==> src/rtl/multicycle_sequencer.sv <==
// Multicycle instruction sequencer: FETCH/DECODE/EXEC/MEM/WB control with halt, trap and retire count.
// Latency: branch 3, ALU/jump/upper/store 4, load 5 cycles with zero-wait memory; strobes are registered.
// Backpressure: mem_req holds with stable mem_we/mem_sel until mem_ack; optional MC_SEQ_TIMEOUT_EN traps after 16 idle cycles.
module multicycle_sequencer (
  input  logic        clk,
  input  logic        rst_n,
  input  logic        start,
  input  logic        halt_req,
  input  logic [6:0]  opcode,
  input  logic        br_taken,
  input  logic        mem_ack,
  output logic        mem_req,
  output logic        mem_we,
  output logic        mem_sel,
  output logic        ir_wr,
  output logic        pc_wr,
  output logic        ru_wr,
  output logic [2:0]  state,
  output logic        trap,
  output logic [15:0] retired
);

  typedef enum logic [2:0] {
    S_IDLE   = 3'd0,
    S_FETCH  = 3'd1,
    S_DECODE = 3'd2,
    S_EXEC   = 3'd3,
    S_MEM    = 3'd4,
    S_WB     = 3'd5,
    S_HALT   = 3'd6,
    S_TRAP   = 3'd7
  } state_t;

  localparam logic [6:0] OP_R      = 7'b0110011;
  localparam logic [6:0] OP_I      = 7'b0010011;
  localparam logic [6:0] OP_LOAD   = 7'b0000011;
  localparam logic [6:0] OP_JALR   = 7'b1100111;
  localparam logic [6:0] OP_BRANCH = 7'b1100011;
  localparam logic [6:0] OP_STORE  = 7'b0100011;
  localparam logic [6:0] OP_JAL    = 7'b1101111;
  localparam logic [6:0] OP_LUI    = 7'b0110111;
  localparam logic [6:0] OP_AUIPC  = 7'b0010111;

  state_t      cur_state;
  state_t      nxt_state;
  state_t      boundary_state;
  logic [6:0]  op_q;
  logic        ir_wr_q;
  logic        pc_wr_q;
  logic        ru_wr_q;
  logic        trap_q;
  logic [15:0] retired_q;
  logic        ir_wr_nxt;
  logic        pc_wr_nxt;
  logic        ru_wr_nxt;
  logic        trap_set;
  logic        timeout;

  // The branch decision only steers the external PC mux; it never alters sequencing here.
  logic unused_br_taken;
  assign unused_br_taken = br_taken;

  function automatic logic is_legal(input logic [6:0] op);
    case (op)
      OP_R, OP_I, OP_LOAD, OP_JALR, OP_BRANCH,
      OP_STORE, OP_JAL, OP_LUI, OP_AUIPC: is_legal = 1'b1;
      default:                            is_legal = 1'b0;
    endcase
  endfunction

`ifdef MC_SEQ_TIMEOUT_EN
  logic [3:0] wait_cnt;

  // The 16th consecutive un-acked request cycle is a fatal memory timeout.
  assign timeout = ((cur_state == S_FETCH) || (cur_state == S_MEM)) &&
                   !mem_ack && (wait_cnt == 4'hF);

  // Wait counter: cleared on entry to a request state, counts cycles without ack.
  always_ff @(posedge clk or negedge rst_n) begin
    if (!rst_n) begin
      wait_cnt <= 4'd0;
    end else if ((nxt_state != cur_state) &&
                 ((nxt_state == S_FETCH) || (nxt_state == S_MEM))) begin
      wait_cnt <= 4'd0;
    end else if (((cur_state == S_FETCH) || (cur_state == S_MEM)) && !mem_ack) begin
      wait_cnt <= wait_cnt + 4'd1;
    end
  end
`else
  // Without the timeout option a request waits for its ack forever.
  assign timeout = 1'b0;
`endif

  // Instruction boundary: a pending halt request diverts the return to FETCH into HALT.
  assign boundary_state = halt_req ? S_HALT : S_FETCH;

  // Next-state and next-cycle strobe decode; strobes are registered so outputs depend on flops only.
  always_comb begin
    nxt_state = cur_state;
    ir_wr_nxt = 1'b0;
    pc_wr_nxt = 1'b0;
    ru_wr_nxt = 1'b0;
    trap_set  = 1'b0;
    case (cur_state)
      S_IDLE: begin
        if (start) nxt_state = S_FETCH;
      end
      S_FETCH: begin
        if (mem_ack) begin
          nxt_state = S_DECODE;
          ir_wr_nxt = 1'b1;
        end
      end
      S_DECODE: begin
        if (is_legal(opcode)) begin
          nxt_state = S_EXEC;
          // Branches update the PC during EXEC whatever the branch outcome.
          pc_wr_nxt = (opcode == OP_BRANCH);
        end else begin
          nxt_state = S_TRAP;
          trap_set  = 1'b1;
        end
      end
      S_EXEC: begin
        if ((op_q == OP_LOAD) || (op_q == OP_STORE)) begin
          nxt_state = S_MEM;
        end else if (op_q == OP_BRANCH) begin
          nxt_state = boundary_state;
        end else begin
          nxt_state = S_WB;
          pc_wr_nxt = 1'b1;
          ru_wr_nxt = 1'b1;
        end
      end
      S_MEM: begin
        if (mem_ack) begin
          if (op_q == OP_STORE) begin
            nxt_state = boundary_state;
            pc_wr_nxt = 1'b1;
          end else begin
            nxt_state = S_WB;
            pc_wr_nxt = 1'b1;
            ru_wr_nxt = 1'b1;
          end
        end
      end
      S_WB: begin
        nxt_state = boundary_state;
      end
      S_HALT: begin
        if (start && !halt_req) nxt_state = S_FETCH;
      end
      S_TRAP: begin
        nxt_state = S_TRAP;
      end
      default: begin
        nxt_state = S_IDLE;
      end
    endcase
    if (timeout) begin
      nxt_state = S_TRAP;
      trap_set  = 1'b1;
      ir_wr_nxt = 1'b0;
      pc_wr_nxt = 1'b0;
      ru_wr_nxt = 1'b0;
    end
  end

  // State register plus latched opcode so EXEC/MEM decisions stay stable.
  always_ff @(posedge clk or negedge rst_n) begin
    if (!rst_n) begin
      cur_state <= S_IDLE;
      op_q      <= 7'd0;
    end else begin
      cur_state <= nxt_state;
      if (cur_state == S_DECODE) op_q <= opcode;
    end
  end

  // Registered one-cycle strobes, sticky trap flag and retire counter.
  always_ff @(posedge clk or negedge rst_n) begin
    if (!rst_n) begin
      ir_wr_q   <= 1'b0;
      pc_wr_q   <= 1'b0;
      ru_wr_q   <= 1'b0;
      trap_q    <= 1'b0;
      retired_q <= 16'd0;
    end else begin
      ir_wr_q <= ir_wr_nxt;
      pc_wr_q <= pc_wr_nxt;
      ru_wr_q <= ru_wr_nxt;
      trap_q  <= trap_q | trap_set;
      // Counts alongside the pc_wr pulse it accompanies; wraps naturally at 16 bits.
      if (pc_wr_nxt) retired_q <= retired_q + 16'd1;
    end
  end

  assign mem_req = (cur_state == S_FETCH) || (cur_state == S_MEM);
  assign mem_sel = (cur_state == S_MEM);
  assign mem_we  = (cur_state == S_MEM) && (op_q == OP_STORE);
  assign ir_wr   = ir_wr_q;
  assign pc_wr   = pc_wr_q;
  assign ru_wr   = ru_wr_q;
  assign state   = cur_state;
  assign trap    = trap_q;
  assign retired = retired_q;

endmodule

==> config.mk <==
export PLATFORM = sky130hd
export DESIGN_NAME = multicycle_sequencer
export DESIGN_NICKNAME = d
export VERILOG_FILES = /design/src/rtl/multicycle_sequencer.sv
export SDC_FILE = /design/constraint.sdc
export NUM_CORES = 1
export LEC_CHECK = 0
export BUFFER_PORTS_ARGS = -buffer_cell sky130_fd_sc_hd__buf_2
export CORE_UTILIZATION = 57
export DETAILED_ROUTE_END_ITERATION = 16
export PLACE_DENSITY_LB_ADDON = 0.2
export SYNTH_ARGS = -nofsm -noshare
export SYNTH_HDL_FRONTEND = slang
export SYNTH_SLANG_ARGS = --single-unit
export TNS_END_PERCENT = 20
==> constraint.sdc <==
create_clock -name clk -period 3.2 [get_ports clk]
set_input_delay 0.32 -clock clk [delete_from_list [all_inputs] [get_ports clk]]
set_output_delay 0.32 -clock clk [all_outputs]
set_load 0.02 [all_outputs]
# --- Yosys cells after proc, flatten, opt, wreduce, memory -nomap -nowiden ---
# Cells that the tools add are included.
totals:
  wordCells: 63
  regBits: 30
  out_inout_bits: 26
  inputBits: 13
classes:
  n_addsub: 1
  bitwise: 1
  reduce_logical: 8
  mux: 23
  n_eq_ne: 23
ops:
  columns: ["operator", "count"]
  rows:
  - ["== test 7 x 6 -> 1 bit, second input constant", 4]
  - ["== test 7 bit, second input constant", 4]
  - ["2-to-1 mux 3 bit", 9]
  - ["case mux 3 bit (8 select lines)", 1]
  - ["adder 16 x 1 -> 16 bit, second input constant", 1]
  - ["== test 7 x 2 -> 1 bit, second input constant", 2]
  - ["== test 7 x 5 -> 1 bit, second input constant", 2]
  - ["== test 3 bit, second input constant", 4]
  - ["2-to-1 mux 1 bit", 11]
  - ["OR reduction 9 bit", 1]
  - ["!= test 2 bit, second input constant", 4]
  - ["== test 3 x 2 -> 1 bit, second input constant", 2]
  - ["AND reduction 4 bit", 1]
  - ["== test 3 x 1 -> 1 bit, second input constant", 1]
  - ["zero test 3 bit", 1]
  - ["case mux 1 bit (3 select lines)", 1]
  - ["logical AND 1 bit", 2]
  - ["logical OR 1 bit", 2]
  - ["case mux 1 bit (2 select lines)", 1]
  - ["zero test 1 bit", 1]
  - ["OR 1 bit", 1]

# --- Logic depth before layout (Yosys ltp) ---
# Gate-level depths: netlist of run 1.
depth:
  depth_word: 7
  ltp_mapped: 6
  ltp_nobuf: 5

# --- Least setup slack after synthesis of run 1 ---
# Ideal clock, no wire load.
synth_path:
  kind: "flip-flop to flip-flop"
  startpoint: "register cur_state[0] (netlist: state[0])"
  endpoint: "register retired_q[13] (netlist: retired[13])"
  path_stages_with_launch: 7
  synth_period_minus_slack_ps: 1965
  setup_slack_ps: 1235
  setup_ps: 129
  arrival_time_ps: 1835
  t_required_ps: 3071
  path_buffers: 1
  cell_sequence: "dfrtp_1 > buf_6 > nor3b_2 > nand2_2 > a31oi_4 > nand4_1 > xnor2_1"
synth_between:
  elab_chain_len: 2
  elab_cells_between_ends: 4
  classes_between: "eq/ne (3); mux (1)"
synth_rtl:
  columns: ["item", "line", "text"]
  rows:
  - ["start, declared", "44", "state_t cur_state;"]
  - ["start signal, assigned", "175", "cur_state <= nxt_state;"]
  - ["== test 3 bit", null, null]
  - ["named net mem_sel", "14", "output logic mem_sel,"]
  - ["case mux 1 bit (3 select lines)", "104", "case (cur_state)"]
  - ["end signal, assigned", "194", "if (pc_wr_nxt) retired_q <= retired_q + 16'd1;"]
  - ["end, declared", "52", "logic [15:0] retired_q;"]
# The timed path passes the listed nets, and every way through them passes these cells.
# A chain may end at the register's enable or synchronous reset.

# --- Worst setup path after layout of run 1 ---
layout_path:
  startpoint: "register op_q[2]"
  endpoint: "output mem_we"
layout_between:
  elab_chain_len: 2
layout_rtl:
  columns: ["item", "line", "text"]
  rows:
  - ["start, declared", "47", "logic [6:0] op_q;"]
  - ["start signal, assigned", "176", "if (cur_state == S_DECODE) op_q <= opcode;"]
  - ["== test 7 x 6 -> 1 bit", "200", "assign mem_we = (cur_state == S_MEM) && (op_q == OP_STORE);"]
  - ["logical AND 1 bit", "200", null]
  - ["end, declared", "13", "output logic mem_we,"]
# No other way between the ends.

==> metrics.txt, run 1 <==
result of the run=completed; Min Clock Period, post-route=2193 ps; net count after synthesis=163; most common flop cell mapped by yosys=dfrtp_1; type of the worst min-delay path=input port to async pin; kind of start point of the critical path=flop; Achievable Freq=0.4559 GHz; Sinks on Clock Net=30; total power=1.680 mW; clock skew=9.002 ps; GP Congestion=0.8941; H-tree levels=2; peak supply drop=783.4 uV; drt total wl=3228 um; actual transition at the worst max-transition pin=646.8 ps; power per cell area=889.4 mW/mm^2; total CTS buffers=5; WL met1=1404 um; CTS root buf=clkbuf_4; number of DRC violations after detailed routing=0; layout net count=203; clock edge transition at the registers on the reported setup and hold paths=90 ps; floorplan core area=0.002567 mm^2; Final Max Tran Viols=0; EDFF count, synth=0; synthesized flop and latch total=30; cell count after placement=212; hold_buf cts=0; wire length of the first global-routing pass=5237 um; fraction of layout cells with a size suffix above 1=0.3122; Ys Warns=0; IO buf count=37; fraction of the yosys area taken by sequential cells=0.4655; initial DRC count=41; Critical Path RT=2880 ps; die area=0.003046 mm^2; area grow syn2layout=17.14%; final cycle utilization of the critical path=0.6854; category of the most critical setup path=flop to output port; row count=18; post-layout instance count excluding filler cells=219; average routed wire per standard cell=14.74 um; fraction of registers with async set/reset=1.000; leading cell types in the layout, fill and taps excluded=buf_2, dfrtp_1, xnor2_1, nor2_1; total negative setup slack=0 ps; clock tree from TritonCTS=done; worst hold margin=17.17 ps; maximum buffer depth of the clock tree=2; Worst setup EP type=output port; via density per instance=6.018; number of max-capacitance violations reported=0; Synth Area per Inst=10.82 um^2; Tot GR Track Use=0.2519; vias in the first global route=1193; Detail Placement HPWL=2411 um; number of antenna-violating nets in the routed design=0; Detailed Routing Iterations Pass 1=4; Die Y=55.19 um; antenna violations before repair=0; Gates resized, CTS repair=0; largest net degree at the start of global routing=31; Horiz. Die Dim=55.19 um; GRT Residual Overflow=0; RSZ-0062 raised after global routing=false; number of inserted diodes=0; Syn Inst Count=149; Cell variety after synth=49; vias after detailed routing=1318; met2 layer wire length in the routed design=1653 um; number of endpoints failing setup at the final stage=0; Max FO, Critical Path=5; post-CTS setup-driven buffer insertion count=0; Slew Limit Headroom=0.5688; standby leakage power=0.8677 nW; total met3 wirelength after detailed routing=170 um; arrival time reported for the critical path endpoint=1870 ps; most common cell after layout, fill and taps aside=buf_2; number of failing hold endpoints at the final stage=0; top metal layer carrying routed signals=met3; Post-Synthesis Cell Area=0.001613 mm^2; number of top-level pins=39; starting utilization of the core area=0.6282; insertion delay of the later-clocked pin in the worst-skew pair=320 ps
-- state kept, by name, indices dropped and copies added, names as in the netlist --
register and flops:
retired 16, ir_wr 1, op_q 7, state 3
ru_wr 1, pc_wr 1, trap 1
-- layer usage --
metal / vias to the layer above / GRT usage
met5: - / 0
met4: 0 / 0.06667
met3: 0 / 0.09016
met2: 50 / 0.4177
met1: 632 / 0.3092
li1: 636 / -
-- critical path, stage by stage, from the launching register on --
cell and delay, ps:
dfrtp_1 380, nand4bb_1 270, nor2_1 300, nand3_1 200, nor4_1 200, buf_2 210
-- cells in the mapped netlist, types with 2 or more instances --
master | n | share of area
a22oi_1 | 2 | 0.0093
a31oi_1 | 5 | 0.019
and3_1 | 4 | 0.016
buf_6 | 2 | 0.014
clkbuf_1 | 2 | 0.0047
dfrtp_1 | 30 | 0.47
inv_1 | 3 | 0.0070
mux2_2 | 7 | 0.049
nand2_1 | 9 | 0.021
nand2b_1 | 3 | 0.012
nand3_1 | 9 | 0.028
nand4_1 | 5 | 0.019
nor2_1 | 12 | 0.028
nor2b_1 | 4 | 0.016
o21ai_0 | 3 | 0.0093
o22ai_1 | 2 | 0.0078
xnor2_1 | 13 | 0.071
xor2_1 | 3 | 0.016
-- kinds of logic (layout without fill, tap and decap cells) --
family / count (synthesis) / after routing / share of synthesized area
mux: 7 / 7 / 0.04888
buf+inv: 8 / 48 / 0.02870
fa+ha+maj: 2 / 2 / 0.01396
compound gates: 28 / 28 / 0.1396
flops: 30 / 30 / 0.4655
xor+xnor: 16 / 16 / 0.08689
simple gates: 58 / 58 / 0.2164
-- path summary, 6_finish.rpt --
path / from / to / slack (ps) / depth (start not counted)
worst max-delay path: op_q[2]$_DFFE_PN0P_ / mem_we / 1010 / 5
max in group asynchronous: rst_n / pc_wr$_DFF_PN0_ / 2760 / 1
min in group clk: opcode[3] / op_q[3]$_DFFE_PN0P_ / 260 / 2
worst min register to register: trap$_DFF_PN0_ / trap$_DFF_PN0_ / 480 / 1
worst max register to register: state[0]$_DFFE_PN0P_ / retired[13]$_DFFE_PN0P_ / 1080 / 5
worst min-delay path: rst_n / state[2]$_DFFE_PN0P_ / 20 / 1
-- power by group --
part	switching (mW)	leakage (nW)	internal (mW)
Clock	0.119	0.0443	0.182
Sequential	0.162	0.376	0.505
Combinational	0.414	0.448	0.299
-- per-stage QoR --
step	instance area (um^2)	util	setup slack, ps
after detailed placement	1808	0.7042	1073
after global routing	1889	0.7359	817.5
after global placement	1808	0.7042	1159
after floorplan	1613	-	1235
final	1889	0.7359	1007
after CTS	1889	0.7359	1005
-- layout make-up --
type                            instances  area, um^2
Fill cell                             186       678.2
Clock inverter                          1       30.03
Inverter                                3       11.26
Tap cell                               30       37.54
Timing Repair Buffer                   38       192.7
Sequential cell                        30       750.7
Clock buffer                            6       51.30
Multi-Input combinational cell        111       815.8
No activity file was read; power rests on OpenSTA's default activity.
==> inputs of run 2 (changes only) <==
--- a/config.mk
+++ b/config.mk
@@ -6,7 +6,7 @@
 export NUM_CORES = 1
 export LEC_CHECK = 0
 export BUFFER_PORTS_ARGS = -buffer_cell sky130_fd_sc_hd__buf_2
-export CORE_UTILIZATION = 57
+export CORE_UTILIZATION = 47
 export DETAILED_ROUTE_END_ITERATION = 16
 export PLACE_DENSITY_LB_ADDON = 0.2
 export SYNTH_ARGS = -nofsm -noshare
==> constraint.sdc (replaced) <==
create_clock -name clk -period 1.8 [get_ports clk]
set_input_delay 0.18 -clock clk [delete_from_list [all_inputs] [get_ports clk]]
set_output_delay 0.18 -clock clk [all_outputs]
set_load 0.02 [all_outputs]
==> metrics.txt, run 2 (synthesis gave the netlist of run 1 again) <==
initial DRC count=50 (was 41); Sinks on Clock Net=30 (unchanged); via density per instance=5.736 (was 6.018); clock edge transition at the registers on the reported setup and hold paths=80 ps (was 90 ps); Achievable Freq=0.5884 GHz; power per cell area=1525 mW/mm^2 (was 889.4 mW/mm^2); IO buf count=37 (unchanged); leading cell types in the layout, fill and taps excluded=buf_2, dfrtp_1, xnor2_1, buf_4, nor2_1 (was buf_2, dfrtp_1, xnor2_1, nor2_1); final cycle utilization of the critical path=0.9441; starting utilization of the core area=0.5115 (was 0.6282); RSZ-0062 raised after global routing=true (was false); total CTS buffers=5 (unchanged); average routed wire per standard cell=14.75 um (was 14.74 um); GP Congestion=0.8995 (was 0.8941); Critical Path RT=1620 ps (was 2880 ps); total negative setup slack=0 ps (unchanged); drt total wl=3629 um (was 3228 um); insertion delay of the later-clocked pin in the worst-skew pair=330 ps (was 320 ps); Final Core Density=0.6460 (was 0.7359); floorplan core area=0.003153 mm^2 (was 0.002567 mm^2); instance area after placement=0.001881 mm^2 (was 0.001808 mm^2); actual transition at the worst max-transition pin=656.2 ps (was 646.8 ps); Worst setup EP type=output port (unchanged); result of the run=completed (unchanged); clock skew=13.67 ps (was 9.002 ps); kind of start point of the critical path=flop (unchanged); area grow syn2layout=26.30% (was 17.14%); standby leakage power=0.9239 nW (was 0.8677 nW); area taken by flip-flops and latches=754.5 um^2 (was 750.7 um^2); row count=20 (was 18); flip-flop count of the largest register, all copies and words added=16 (unchanged); die area=0.003670 mm^2 (was 0.003046 mm^2); number of failing hold endpoints at the final stage=0 (unchanged); Min Clock Period, post-route=1699 ps; final non-filler cell area=0.002037 mm^2 (was 0.001889 mm^2); area of combinational cells with multiple inputs=868.3 um^2 (was 815.8 um^2); category of the most critical setup path=flop to output port (unchanged); number of endpoints failing setup at the final stage=0 (unchanged); most common cell after layout, fill and taps aside=buf_2 (unchanged); number of inserted diodes=0 (unchanged); peak supply drop=793.4 uV (was 783.4 uV); vias in the first global route=1290 (was 1193); wire length of the first global-routing pass=5899 um (was 5237 um); GRT Residual Overflow=0 (unchanged); antenna violations before repair=0 (unchanged); Tot GR Track Use=0.2227 (was 0.2519); Detailed Routing Iterations Pass 1=4 (unchanged); vias after detailed routing=1411 (was 1318); type of the worst min-delay path=input port to flop (was input port to async pin); Max FO, Critical Path=2 (was 5); Detail Placement HPWL=2593 um (was 2411 um); number of top-level pins=39 (unchanged); fraction of layout cells with a size suffix above 1=0.3861 (was 0.3122); Die Y=60.58 um (was 55.19 um); H-tree levels=2 (unchanged); number of antenna-violating nets in the routed design=0 (unchanged); largest net degree at the start of global routing=31 (unchanged); Slew Limit Headroom=0.5626 (was 0.5688); maximum buffer depth of the clock tree=2 (unchanged); CTS root buf=clkbuf_4 (unchanged); Filler cells=256 (was 186); number of max-capacitance violations reported=0 (unchanged); clock tree from TritonCTS=done (unchanged); layout net count=215 (was 203); arrival time reported for the critical path endpoint=1520 ps (was 1870 ps); Final Max Tran Viols=0 (unchanged); number of DRC violations after detailed routing=0 (unchanged); Horiz. Die Dim=60.58 um (was 55.19 um)
==> run 2: final timing paths <==
check / end / start / slack (ps) / cells past startpoint
min in group asynchronous: retired[14]$_DFFE_PN0P_ / rst_n / 400 / 2
min: op_q[1]$_DFFE_PN0P_ / opcode[1] / 120 / 2
min reg2reg: trap$_DFF_PN0_ / trap$_DFF_PN0_ / 480 / 1
max: mem_we / op_q[3]$_DFFE_PN0P_ / 100 / 5
max in group asynchronous: state[2]$_DFFE_PN0P_ / rst_n / 930 / 2
max reg2reg: retired[1]$_DFFE_PN0P_ / op_q[3]$_DFFE_PN0P_ / 120 / 5
==> run 2: cell type report <==
type | instances | area share
clock buffer | 7 | 0.02703
multi-input combinational | 111 | 0.4263
sequential | 30 | 0.3704
inverter | 3 | 0.005528
clock inverter | 1 | 0.002457
timing repair buffer | 50 | 0.1413
tap | 44 | 0.02703
==> run 2: power by group <==
group	internal (mW)	switching, mW
Sequential	0.906	0.287
Clock	0.189	0.223
Combinational	0.654	0.847
==> run 2: layer usage <==
layer  vias to the layer above  GRT usage  part of all wire
met5                         -          0                 0
met2                        47     0.3485              0.51
met4                         0     0.1006            0.0080
met1                       700     0.2828              0.44
met3                         5    0.07036             0.049
li1                        659          -                 -
==> run 2: what timing repair did <==
item                                   4_1_cts  5_1_grt
resized for setup                            4        5
hold buffers                                 1        0
pin swaps                                    4        2
endpoints found under the hold margin       30        0
setup buffers                                5        0
setup endpoints to repair                    1        5
==> run 2: worst max-delay path, stage by stage (launching register included) <==
cell,delay [ps]
dfrtp_1,390
nand4bb_4,250
nor2_4,120
nand3_2,100
nor4_2,160
buf_4,180
==> run 2: metrics by stage <==
stage	hold WS, ps	total power, mW	setup slack, ps	std cells
detailed placement	245.5	2.582	120.6	232
CTS	105.5	3.077	-54.02	246
global placement	239.5	2.516	191.4	232
global route	111.6	3.336	4.520	246
floorplan	-115.6	2.148	-25.08	149
finish	124.0	3.107	100.6	246
